## config.mk

```make
export PLATFORM = sky130hd
export DESIGN_NAME = fp_normalize
export DESIGN_NICKNAME = d
export VERILOG_FILES = /design/src/rtl/fp_normalize.sv
export SDC_FILE = /design/constraint.sdc
export NUM_CORES = 1
export LEC_CHECK = 0
export CAP_MARGIN = 15
export CORE_UTILIZATION = 35
export CTS_CLUSTER_DIAMETER = 150
export DETAILED_ROUTE_END_ITERATION = 10
export GPL_ROUTABILITY_DRIVEN = 0
export PLACE_DENSITY = 0.64
export SYNTH_ARGS = -nofsm -noshare
export SYNTH_HDL_FRONTEND = slang
export SYNTH_SLANG_ARGS = --single-unit
```

## constraint.sdc

```tcl
create_clock -name clk -period 6.1 [get_ports clk]
set_input_delay 1.22 -clock clk [delete_from_list [all_inputs] [get_ports clk]]
set_output_delay 1.22 -clock clk [all_outputs]
set_load 0.1 [all_outputs]
```

## src/rtl/fp_normalize.sv

```systemverilog
// rtl/fp_normalize.sv - FP32 post-add normalizer: carry right-shift, iterative left-shift, zero/ovf/unf flags
module fp_normalize (
    input  logic        clk,
    input  logic        rst_n,
    input  logic        in_valid,
    output logic        in_ready,
    input  logic        in_sign,
    input  logic [7:0]  in_exp,
    input  logic [24:0] in_mant,
    output logic        out_valid,
    input  logic        out_ready,
    output logic        out_sign,
    output logic [7:0]  out_exp,
    output logic [22:0] out_frac,
    output logic        out_zero,
    output logic        out_ovf,
    output logic        out_unf
);

    typedef enum logic [1:0] {IDLE, CHECK, SHIFT, DONE} state_t;

    state_t      state, state_nxt;
    logic        sign_q;
    logic [7:0]  exp_q;
    logic [24:0] mant_q;

    logic        work_load;
    logic [7:0]  exp_nxt;
    logic [24:0] mant_nxt;
    logic        res_load;
    logic [7:0]  res_exp;
    logic [22:0] res_frac;
    logic        res_zero, res_ovf, res_unf;
    logic [7:0]  exp_inc, exp_dec;

    assign exp_inc   = exp_q + 8'd1;
    assign exp_dec   = exp_q - 8'd1;
    assign in_ready  = (state == IDLE);
    assign out_valid = (state == DONE);

    always_ff @(posedge clk) begin
        if (!rst_n) state <= IDLE;
        else        state <= state_nxt;
    end

    always_comb begin
        state_nxt = state;
        work_load = 1'b0;
        exp_nxt   = exp_q;
        mant_nxt  = mant_q;
        res_load  = 1'b0;
        res_exp   = exp_q;
        res_frac  = mant_q[22:0];
        res_zero  = 1'b0;
        res_ovf   = 1'b0;
        res_unf   = 1'b0;
        case (state)
            IDLE: begin
                if (in_valid) begin
                    work_load = 1'b1;
                    exp_nxt   = in_exp;
                    mant_nxt  = in_mant;
                    state_nxt = CHECK;
                end
            end
            CHECK: begin
                if (mant_q == 25'd0) begin
                    res_load  = 1'b1;
                    res_exp   = 8'd0;
                    res_frac  = 23'd0;
                    res_zero  = 1'b1;
                    state_nxt = DONE;
                end else if (mant_q[24]) begin
                    // Adder carry: one right shift, the dropped LSB is simply truncated
                    res_load  = 1'b1;
                    state_nxt = DONE;
                    if (exp_inc == 8'hFF) begin
                        res_exp  = 8'hFF;
                        res_frac = 23'd0;
                        res_ovf  = 1'b1;
                    end else begin
                        res_exp  = exp_inc;
                        res_frac = mant_q[23:1];
                    end
                end else if (mant_q[23]) begin
                    res_load  = 1'b1;
                    state_nxt = DONE;
                end else begin
                    state_nxt = SHIFT;
                end
            end
            SHIFT: begin
                if (exp_q <= 8'd1) begin
                    res_load  = 1'b1;
                    res_exp   = 8'd0;
                    res_frac  = 23'd0;
                    res_zero  = 1'b1;
                    res_unf   = 1'b1;
                    state_nxt = DONE;
                end else begin
                    work_load = 1'b1;
                    mant_nxt  = {mant_q[23:0], 1'b0};
                    exp_nxt   = exp_dec;
                    if (mant_q[22]) begin
                        res_load  = 1'b1;
                        res_exp   = exp_dec;
                        res_frac  = {mant_q[21:0], 1'b0};
                        state_nxt = DONE;
                    end
                end
            end
            DONE: begin
                if (out_ready) state_nxt = IDLE;
            end
            default: state_nxt = IDLE;
        endcase
    end

    // Result registers are written only on entry to DONE so they hold through backpressure and after
    always_ff @(posedge clk) begin
        if (!rst_n) begin
            sign_q   <= 1'b0;
            exp_q    <= 8'd0;
            mant_q   <= 25'd0;
            out_sign <= 1'b0;
            out_exp  <= 8'd0;
            out_frac <= 23'd0;
            out_zero <= 1'b0;
            out_ovf  <= 1'b0;
            out_unf  <= 1'b0;
        end else begin
            if (in_ready && in_valid) sign_q <= in_sign;
            if (work_load) begin
                exp_q  <= exp_nxt;
                mant_q <= mant_nxt;
            end
            if (res_load) begin
                out_sign <= sign_q;
                out_exp  <= res_exp;
                out_frac <= res_frac;
                out_zero <= res_zero;
                out_ovf  <= res_ovf;
                out_unf  <= res_unf;
            end
        end
    end

endmodule

```

# --- Word-level counts from Yosys, hierarchy flattened ---
# Cells that the tools add are included.
totals:
  reg_bits: 71
  inputBits: 38
  out_inout_bits: 37
  elab_cells: 70
classes:
  n_eq_ne: 8
  n_lt_le_gt_ge: 1
  n_reduce_logical: 6
  mux: 43
  add_sub_neg: 2
ops:
  columns: ["operator", "count"]
  rows:
  - ["2-to-1 mux 23 bit", 5]
  - ["2-to-1 mux 8 bit", 7]
  - ["2-to-1 mux 25 bit", 2]
  - ["one-hot mux 25 bit (2 select lines)", 1]
  - ["one-hot mux 23 bit (2 select lines)", 1]
  - ["one-hot mux 8 bit (2 select lines)", 2]
  - ["zero test 25 bit", 1]
  - ["2-to-1 mux 1 bit", 17]
  - ["adder 8 x 1 -> 8 bit, second input constant", 1]
  - ["== test 8 bit, second input constant", 1]
  - ["less-or-equal comparator 8 x 1 -> 1 bit, second input constant", 1]
  - ["2-to-1 mux 2 bit", 4]
  - ["one-hot mux 2 bit (4 select lines)", 1]
  - ["subtractor 8 x 1 -> 8 bit, second input constant", 1]
  - ["one-hot mux 1 bit (2 select lines)", 3]
  - ["== test 2 bit, second input constant", 2]
  - ["!= test 2 bit, second input constant", 2]
  - ["AND reduction 4 bit", 1]
  - ["!= test 3 bit, second input constant", 1]
  - ["AND reduction 3 bit", 1]
  - ["== test 2 x 1 -> 1 bit, second input constant", 1]
  - ["zero test 2 bit", 1]
  - ["!= test 2 x 1 -> 1 bit, second input constant", 1]
  - ["nonzero test 2 bit", 1]
  - ["logical AND 1 bit", 1]

# --- Depth between registers and ports, before layout ---
# Gate-level depths: netlist (run 1).
logic_depth:
  ltp_word: 6
  ltp_mapped: 10
  ltp_nobuf: 7

# --- Worst setup path before layout (run 1) ---
# Ideal clock, no wire load.
synth_timing:
  path_kind: "reg2out"
  from: "register state[0]"
  to: "output port in_ready"
  t_arrival_ns: 1.310
  required_time_ns: 4.880
  path_buffers: 0
  path_slack_ns: 3.570
  stages_incl_launch_ff: 3
  cell_sequence: "dfxtp_1 inv_1 ha_1"
synth_between:
  elab_chain_len: 1
synth_rtl:
  columns: ["element", "line", "source"]
  rows:
  - ["from (decl)", "22", "state_t state, state_nxt;"]
  - ["from (signal assigned)", "43", "else state <= state_nxt;"]
  - ["zero test 2 bit", "38", "assign in_ready = (state == IDLE);"]
  - ["to (decl)", "6", "output logic in_ready,"]
# No other way between the ends.

# --- Worst setup path in the final report (run 1) ---
# Same ends and word-level chain as after synthesis.

==> key figures, run 1 <==
Floorplan
  – IO Pins: 75
  – Die X: 113 um
  – # rows: 40
  – Chip height: 113 um
  – Starting Density: 35.8%
  – Die Area: 0.0127 mm^2
  – Core area: 0.0120 mm^2

GRT
  – GRT overflow: 0
  – Total GRT Usage: 21.2%
  – Global-route wire length before repair: 21,600 um
  – Vias in the first global route: 4,270
  – Initial antenna violation count: 0
  – Largest net degree at the start of global routing: 62

Yosys
  – Post-Syn Area: 0.00429 mm^2
  – Number of synthesized flops with an enable pin: 0
  – Yosys warns: 0
  – Top-area cell type share of the netlist area: 33.2%
  – #FFs+latches synth: 71
  – Sequential area share after synthesis: 33.2%
  – Syn_nets: 572
  – Most area-consuming cells after synthesis: dfxtp_1 (33%), mux2i_1 (11%), o31ai_1 (5.3%)
  – Synth Flop Type: dfxtp_1
  – Syn Inst Count: 526
  – Netlist cell types: 64
  – Syn avg cell area: 8.15 um^2
  – Post-synth top area cell: dfxtp_1
  – Ys async rst share: 0%

Timing
  – Final setup fails: 0
  – Final hold vios: 0
  – Setup TNS: 0 ps
  – Worst clock skew: 8.76 ps
  – Slew @ Worst Pin: 1050 ps
  – Fin. max-slew vios: 0
  – Post-layout min period: 3510 ps
  – Relative slew slack: 29.7%
  – RSZ-0062 raised after global routing: no
  – Peak Freq: 285 MHz
  – Crit share post-route: 57.6%

Clock tree
  – H-tree level count: 3
  – Root buf cell: clkbuf_16
  – Resized Gates After CTS: 0
  – CTS tree: yes
  – CTS Buffer Depth: 2
  – Post CTS Setup Buffer Count: 0
  – Num CTS Buffers: 9
  – Clk pin slew, worst setup/hold paths: 60 ps
  – Clk_lat worst skew: 340 ps
  – CTS Hold Bufs: 0
  – Clock tree sinks: 71

Setup path
  – R2R cell count: 8
  – Kind of start point of the critical path: register
  – Setup crit end kind: primary output
  – Critical Path RT: 4880 ps
  – Arrival time worst endpoint: 2290 ps
  – Crit-path slowest cell: clkdlybuf4s50_1
  – Critical path type: register to primary output
  – Worst reg-to-reg setup slack: 3240 ps
  – CP cell instances: inv_1 > ha_1 > clkdlybuf4s50_1
  – Critical path fanouts, max: 7
  – Max incr delay on CP: 1190 ps

Pwr
  – Sequential share of power: 28.0%
  – Internal power: 1.47 mW
  – Leak: 1.83 nW
  – Pwr dens: 587 mW/mm^2
  – NetSw: 1.68 mW
  – Clock power frac: 15.9%
  – Switch share: 53.4%
  – Combinational share of power: 56.1%
  – IR drop worst, VDD: 0.287 mV

Detailed routing
  – WL per Instance: 17.9 um
  – Vias: 4,301
  – Drt initial violations: 393
  – Via/cell ratio: 5.97
  – Drt pass-1 iters: 5
  – Detail Route Antenna Nets: 0
  – DRT Wirelength: 12,900 um
  – Residual DRC count: 0

Cells and area
  – ANT cells: 0
  – Syn-to-layout area delta: 25.1%
  – Design Area, Final: 0.00536 mm^2
  – Layout cells sized above 1: 6.98%
  – Fin nets: 614

Outcome
  – Outcome: completed

Place
  – Post-Place Cell Area: 0.00508 mm^2
  – Dpl hpwl: 8520 um
  – I/O Buffers: 74

Worst hold path
  – Hold path depth: 2
  – Hold Path Class: register to register

Run
  – Max-Cap Viols: 0
==> critical path, delay by kind of cell, from the launching register on <==
family	cells	cell delay, ps
flops	1	330
fa+ha+maj	1	320
buf+inv	2	1310
==> placed cells by master, fill, tap and decap left out, types with 3 or more instances in the layout <==
cell,count
xor2_1,3
a31oi_1,25
xnor2_1,4
mux2i_1,45
clkbuf_16,9
clkinvlp_4,3
a22oi_1,4
buf_4,8
clkdlybuf4s50_1,74
nand4_1,6
nand2_1,21
nand2b_1,4
o21ai_0,11
o22ai_1,4
nor3_1,7
nor2_1,54
o31ai_1,30
a221oi_1,3
o211ai_1,4
inv_1,13
a21oi_1,42
ha_1,7
a211oi_1,29
nor4_1,7
nand3_1,31
or2_2,3
dfxtp_1,71
==> flip-flops by register name (all words and copies together), names as in the netlist <==
register,count
out_sign,1
sign_q,1
out_ovf,1
out_frac,23
out_zero,1
state,2
out_unf,1
out_exp,8
exp_q,8
mant_q,25
==> cell families (layout without fill, tap and decap cells) <==
logic type	count (synthesis)	after routing	synth area share (%)
compound gates	178	178	28.5
simple gates	152	152	17.5
flops	71	71	33.2
buf+inv	64	111	6.22
mux	46	46	10.8
fa+ha+maj	8	8	2.34
xor+xnor	7	7	1.43
==> metal layers <==
metal / up-vias / track usage, % / part of all wire (%)
met5: - / 0 / 0
met4: 0 / 8.36 / 2.3
met3: 30 / 3.13 / 6.0
met2: 164 / 34.5 / 47
met1: 2033 / 28.2 / 45
li1: 2074 / - / -
==> power groups by stage <==
stage / logic (mW) / clock network (mW) / registers (mW)
floorplan: 1.02 / 0 / 1.19
global placement: 1.72 / 0 / 0.878
detailed placement: 1.75 / 0 / 0.886
CTS: 1.76 / 0.509 / 0.877
global route: 1.89 / 0.530 / 0.914
finish: 1.77 / 0.500 / 0.883
==> synth_stat cells (all sizes together) (2+ instances only) <==
master / instances
dfxtp: 71
nor2: 55
mux2i: 45
a21oi: 43
clkbuf: 31
nand3: 31
o31ai: 30
a211oi: 29
a31oi: 26
nand2: 21
buf: 20
inv: 13
o21ai: 13
ha: 8
nor3: 8
nor4: 8
nand4: 6
o22ai: 5
a22oi: 4
nand2b: 4
o211ai: 4
xnor2: 4
a221oi: 3
or2: 3
xor2: 3
a21boi: 2
a32oi: 2
a41oi: 2
and3: 2
nand3b: 2
o221a: 2
or3: 2
or4: 2
==> final cells by class <==
cell class / count / area [um^2]
Clock inverter: 6 / 45.0
Inverter: 13 / 48.8
Multi-Input combinational cell: 391 / 2620
Tap cell: 147 / 184
Timing Repair Buffer: 82 / 801
Sequential cell: 71 / 1420
Fill cell: 1202 / 6600
Clock buffer: 10 / 239
==> final timing paths <==
| path | from | to |
|---|---|---|
| max | state[0] | in_ready |
| min | sign_q | sign_q |
| max reg2reg | exp_q[0] | out_exp[0] |
| min reg2reg | sign_q | sign_q |
==> stage by stage <==
| step | std cells | power, mW | hold WS, ps | utilization (%) | setup WS, ps |
|---|---|---|---|---|---|
| 6_report | 720 | 3.15 | 452 | 44.8 | 2590 |
| 4_1_cts | 720 | 3.14 | 453 | 44.8 | 2570 |
| 3_3_place_gp | 704 | 2.60 | 443 | 42.5 | 2930 |
| 5_1_grt | 720 | 3.34 | 490 | 44.8 | 2490 |
| 3_5_place_dp | 704 | 2.64 | 447 | 42.5 | 2850 |
| 2_1_floorplan | 526 | 2.21 | 433 | - | 3570 |
(Power assumes the default switching activity.)
==> run 2: changes to the inputs <==
==> constraint.sdc (replaced) <==
create_clock -name clk -period 3.4 [get_ports clk]
set_input_delay 0.68 -clock clk [delete_from_list [all_inputs] [get_ports clk]]
set_output_delay 0.68 -clock clk [all_outputs]
set_load 0.1 [all_outputs]
==> run 2 against run 1 <==
  * Sequential power grew 79%
  * Clock skew shrank 1.2 ps
  * Global-route usage is 0.26 points lower
  * Sequential cell count unchanged
  * Combinational power rose by 79%
  * Clock power is 120% higher
  * Via count rose by 1.4%
  * Non-clock buffer count is 8 higher
  * Core utilization rose by 0.14 points
  * Sequential share of layout area is 0.080 points lower
==> key figures, run 2 (synthesized netlist as in run 1, its figures left out) <==
GRT
  – Global-route wire length before repair: 21,100 um
  – Initial antenna violation count: 0
  – Total GRT Usage: 20.9%
  – GRT overflow: 0
  – Vias in the first global route: 3,991
  – Largest net degree at the start of global routing: 35

Floorplan
  – Core area: 0.0120 mm^2
  – Chip height: 113 um
  – Die Area: 0.0127 mm^2
  – IO Pins: 75
  – # rows: 40
  – Starting Density: 35.8%
  – Die X: 113 um

Cells and area
  – Commonest non-fill, non-tap cell in the layout: dfxtp_1
  – Multi-input gate area: 0.00262 mm^2
  – Fin nets: 622
  – # fillers: 1,153
  – Layout cells sized above 1: 13.9%
  – Biggest register: mant_q
  – Most frequent cells in the layout: dfxtp_1 (71), nor2_1 (55), buf_4 (53)
  – Largest register FFs: 25
  – Syn-to-layout area delta: 25.5%
  – ANT cells: 0
  – Top Registers: mant_q (25), out_frac (23)
  – Reg area: 0.00142 mm^2

Clock tree
  – CTS tree: yes
  – Clock tree sinks: 71
  – Resized Gates After CTS: 0
  – Root buf cell: clkbuf_16
  – Num CTS Buffers: 9
  – CTS Hold Bufs: 0
  – Clk_lat worst skew: 340 ps
  – H-tree level count: 3
  – Clk pin slew, worst setup/hold paths: 60 ps
  – Post CTS Setup Buffer Count: 0
  – CTS Buffer Depth: 2

Detailed routing
  – Wire length on met2: 5890 um
  – Drt pass-1 iters: 5
  – Detail Route Antenna Nets: 0
  – Drt initial violations: 298
  – Met3 WL: 738 um
  – M1 WL: 6000 um
  – Via/cell ratio: 5.99
  – Residual DRC count: 0
  – Top Metal Used: met4
  – Vias: 4,362
  – DRT Wirelength: 12,900 um
  – WL per Instance: 17.7 um

Pwr
  – IR drop worst, VDD: 0.604 mV
  – Pwr dens: 1090 mW/mm^2
  – Leak: 1.97 nW

Setup path
  – Most used cell, CP: a31oi_1
  – Critical path fanouts, max: 23
  – Critical path type: register to register
  – Arrival time worst endpoint: 2910 ps
  – Crit-path slowest cell: dfxtp_1
  – Crit path buf inv count: 2
  – Critical Path RT: 3610 ps
  – Setup crit end kind: register
  – CP delay by family, top: compound AO/OA/AOI/OAI gates
  – Max incr delay on CP: 600 ps
  – Kind of start point of the critical path: register
  – CP cell instances: inv_1 > ha_1 > or2_2 > a31oi_1 > o22ai_2 > buf_4 > o31ai_1 > a31oi_1

Timing
  – Fin. max-slew vios: 0
  – Final hold vios: 0
  – Post-layout min period: 2700 ps
  – RSZ-0062 raised after global routing: no
  – Peak Freq: 370 MHz
  – Final setup fails: 0
  – Worst clock skew: 7.56 ps
  – Setup TNS: 0 ps
  – Crit share post-route: 79.5%
  – Worst hold slack: 465 ps
  – Slew @ Worst Pin: 776 ps
  – Relative slew slack: 47.8%

Place
  – I/O Buffers: 74
  – Dpl hpwl: 8790 um

Worst hold path
  – Hold Path Class: register to register

Outcome
  – Outcome: completed

Run
  – Max-Cap Viols: 0
run 2: power by group:
part / internal [mW] / switching (mW)
clock: 0.718 / 0.365
sequential: 1.12 / 0.458
combinational: 0.984 / 2.19
total: 2.82 / 3.01
run 2: final timing paths:
path / start / end / slack (ps) / cells past startpoint
worst min register to register: sign_q / sign_q / 470 / 2
worst max register to register: exp_q[0] / out_frac[17] / 700 / 8
worst max-delay path: exp_q[0] / out_frac[17] / 700 / 8
worst min-delay path: sign_q / sign_q / 470 / 2
run 2: cell type report:
cell class | count | share of cell area (%)
flip-flops and latches | 71 | 26.4
repair buffers | 90 | 14.3
clock inverters | 5 | 1.98
multi-input cells | 391 | 48.7
clock buffers | 11 | 4.33
well taps | 147 | 3.42
inverters | 13 | 0.907
run 2: worst reg2reg max path, stage by stage (launching register included):
cell and delay [ps]:
dfxtp_1 600, inv_1 180, ha_1 290, or2_2 380, a31oi_1 260, o22ai_2 230, buf_4 310, o31ai_1 260
a31oi_1 70
run 2: per-layer routing:
metal	GRT usage [%]	vias up
met5	0	-
met2	33.0	156
met1	28.4	2084
met3	3.78	19
li1	-	2103
met4	7.91	0
run 2: metrics by stage:
stage	util, %	setup WS, ps	instances	total power [mW]	cell area (um^2)
floorplan	-	921	526	3.97	4290
global placement	42.1	832	712	4.68	5040
detailed placement	42.1	756	712	4.73	5040
CTS	45.0	759	728	5.82	5380
global route	45.0	471	728	6.18	5380
finish	45.0	699	728	5.84	5380
==> run 3: changes to the inputs <==
==> constraint.sdc (replaced) <==
create_clock -name clk -period 2.74 [get_ports clk]
set_input_delay 0.548 -clock clk [delete_from_list [all_inputs] [get_ports clk]]
set_output_delay 0.548 -clock clk [all_outputs]
set_load 0.1 [all_outputs]
==> run 3 against run 2 <==
  * Power is 25% higher
  * Global-route usage decreased by 0.076 points
  * Clock skew hardly changed
  * Cell area up 1.4%
  * Combinational power up 32%
  * Clock power up 18%
  * Clock-buffer cell count decreased by 2
  * First-iteration DRC count grew 2.3%
  * Setup slack got worse by 270 ps
  * Die area is the same
  * Largest cell class unchanged
==> key figures, run 3 (synthesized netlist as in run 1, its figures left out) <==
GRT
  – Initial antenna violation count: 0
  – Vias in the first global route: 4,122
  – GRT overflow: 0
  – Total GRT Usage: 20.8%
  – Largest net degree at the start of global routing: 62
  – Global-route wire length before repair: 21,200 um

Cells and area
  – Largest register FFs: 25
  – Non-filler cells, final: 739
  – Fin nets: 633
  – Final core utilization: 45.6%
  – Layout cells sized above 1: 15.9%
  – Most frequent cells in the layout: dfxtp_1 (71), buf_4 (63), nor2_1 (55)
  – Commonest non-fill, non-tap cell in the layout: dfxtp_1
  – Syn-to-layout area delta: 27.3%
  – Top Registers: mant_q (25), out_frac (23)
  – ANT cells: 0
  – Biggest register: mant_q

Detailed routing
  – Vias: 4,392
  – Via/cell ratio: 5.94
  – WL per Instance: 17.8 um
  – Detail Route Antenna Nets: 0
  – Drt pass-1 iters: 5
  – Residual DRC count: 0
  – Drt initial violations: 305
  – DRT Wirelength: 13,100 um

Timing
  – Worst hold slack: 474 ps
  – Final hold vios: 0
  – Post-layout min period: 2310 ps
  – Crit share post-route: 84.4%
  – Peak Freq: 432 MHz
  – Slew @ Worst Pin: 770 ps
  – RSZ-0062 raised after global routing: no
  – Worst clock skew: 7.54 ps
  – Relative slew slack: 48.2%
  – Fin. max-slew vios: 0
  – Final setup fails: 0
  – Setup TNS: 0 ps

Setup path
  – Crit-path slowest cell: o21ai_2
  – Arrival time worst endpoint: 2520 ps
  – CP cell instances: nor4_1 > and4_1 > a21boi_0 > o21ai_2 > buf_4 > a41oi_1
  – Critical Path RT: 2950 ps
  – Kind of start point of the critical path: register
  – Critical path type: register to register
  – Max incr delay on CP: 450 ps
  – Critical path fanouts, max: 13
  – Crit path buf inv count: 1
  – Setup crit end kind: register
  – CP delay by family, top: compound AO/OA/AOI/OAI gates

Clock tree
  – Clock tree sinks: 71
  – CTS Hold Bufs: 0
  – Num CTS Buffers: 9
  – CTS Buffer Depth: 2
  – Post CTS Setup Buffer Count: 0
  – Resized Gates After CTS: 0
  – Root buf cell: clkbuf_16
  – CTS tree: yes
  – Clk_lat worst skew: 340 ps
  – H-tree level count: 3
  – Clk pin slew, worst setup/hold paths: 60 ps

Floorplan
  – Starting Density: 35.8%
  – Chip height: 113 um
  – IO Pins: 75
  – # rows: 40
  – Die Area: 0.0127 mm^2
  – Die X: 113 um
  – Core area: 0.0120 mm^2

Place
  – I/O Buffers: 74
  – Dpl hpwl: 8990 um
  – # placed instances: 723

Outcome
  – Outcome: completed

Pwr
  – IR drop worst, VDD: 0.581 mV
  – Pwr dens: 1340 mW/mm^2
  – Leak: 2.03 nW
  – Total Power: 7.29 mW

Worst hold path
  – Hold Path Class: register to register

Run
  – Max-Cap Viols: 0
run 3: report_power, final:
group	leakage, nW	switching (mW)	internal, mW
Sequential	0.581	0.457	1.39
Combinational	1.29	2.85	1.33
Clock	0.160	0.469	0.800
run 3: final timing paths:
path / cells past startpoint / start / slack, ps / end
max: 6 / mant_q[6] / 430 / out_frac[0]
min: 2 / sign_q / 470 / sign_q
max reg2reg: 6 / mant_q[6] / 430 / out_frac[0]
min reg2reg: 2 / sign_q / 470 / sign_q
run 3: layout make-up:
| class | instances | area [um^2] |
|---|---|---|
| inverters | 13 | 48.8 |
| repair buffers | 101 | 863 |
| clock buffers | 9 | 225 |
| well taps | 147 | 184 |
| fillers | 1147 | 6500 |
| clock inverters | 7 | 96.3 |
| flip-flops and latches | 71 | 1420 |
| multi-input cells | 391 | 2620 |
run 3: stage by stage:
stage | setup WS, ps | cell area (um^2)
2_1_floorplan | 261 | 4290
3_3_place_gp | 456 | 5130
3_5_place_dp | 426 | 5130
4_1_cts | 434 | 5460
5_1_grt | 172 | 5460
6_report | 427 | 5460
run 3: per-layer routing:
layer | track usage, % | vias up | share of wire (%)
li1 | - | 2113 | -
met1 | 29.0 | 2082 | 47
met2 | 32.3 | 172 | 46
met3 | 3.29 | 25 | 6.4
met4 | 8.09 | 0 | 1.5
met5 | 0 | - | 0
run 3: worst reg2reg max path: stages (launching register included):
cell      delay, ps
dfxtp_1         370
nor4_1          380
and4_1          310
a21boi_0        270
o21ai_2         450
buf_4           280
a41oi_1         130
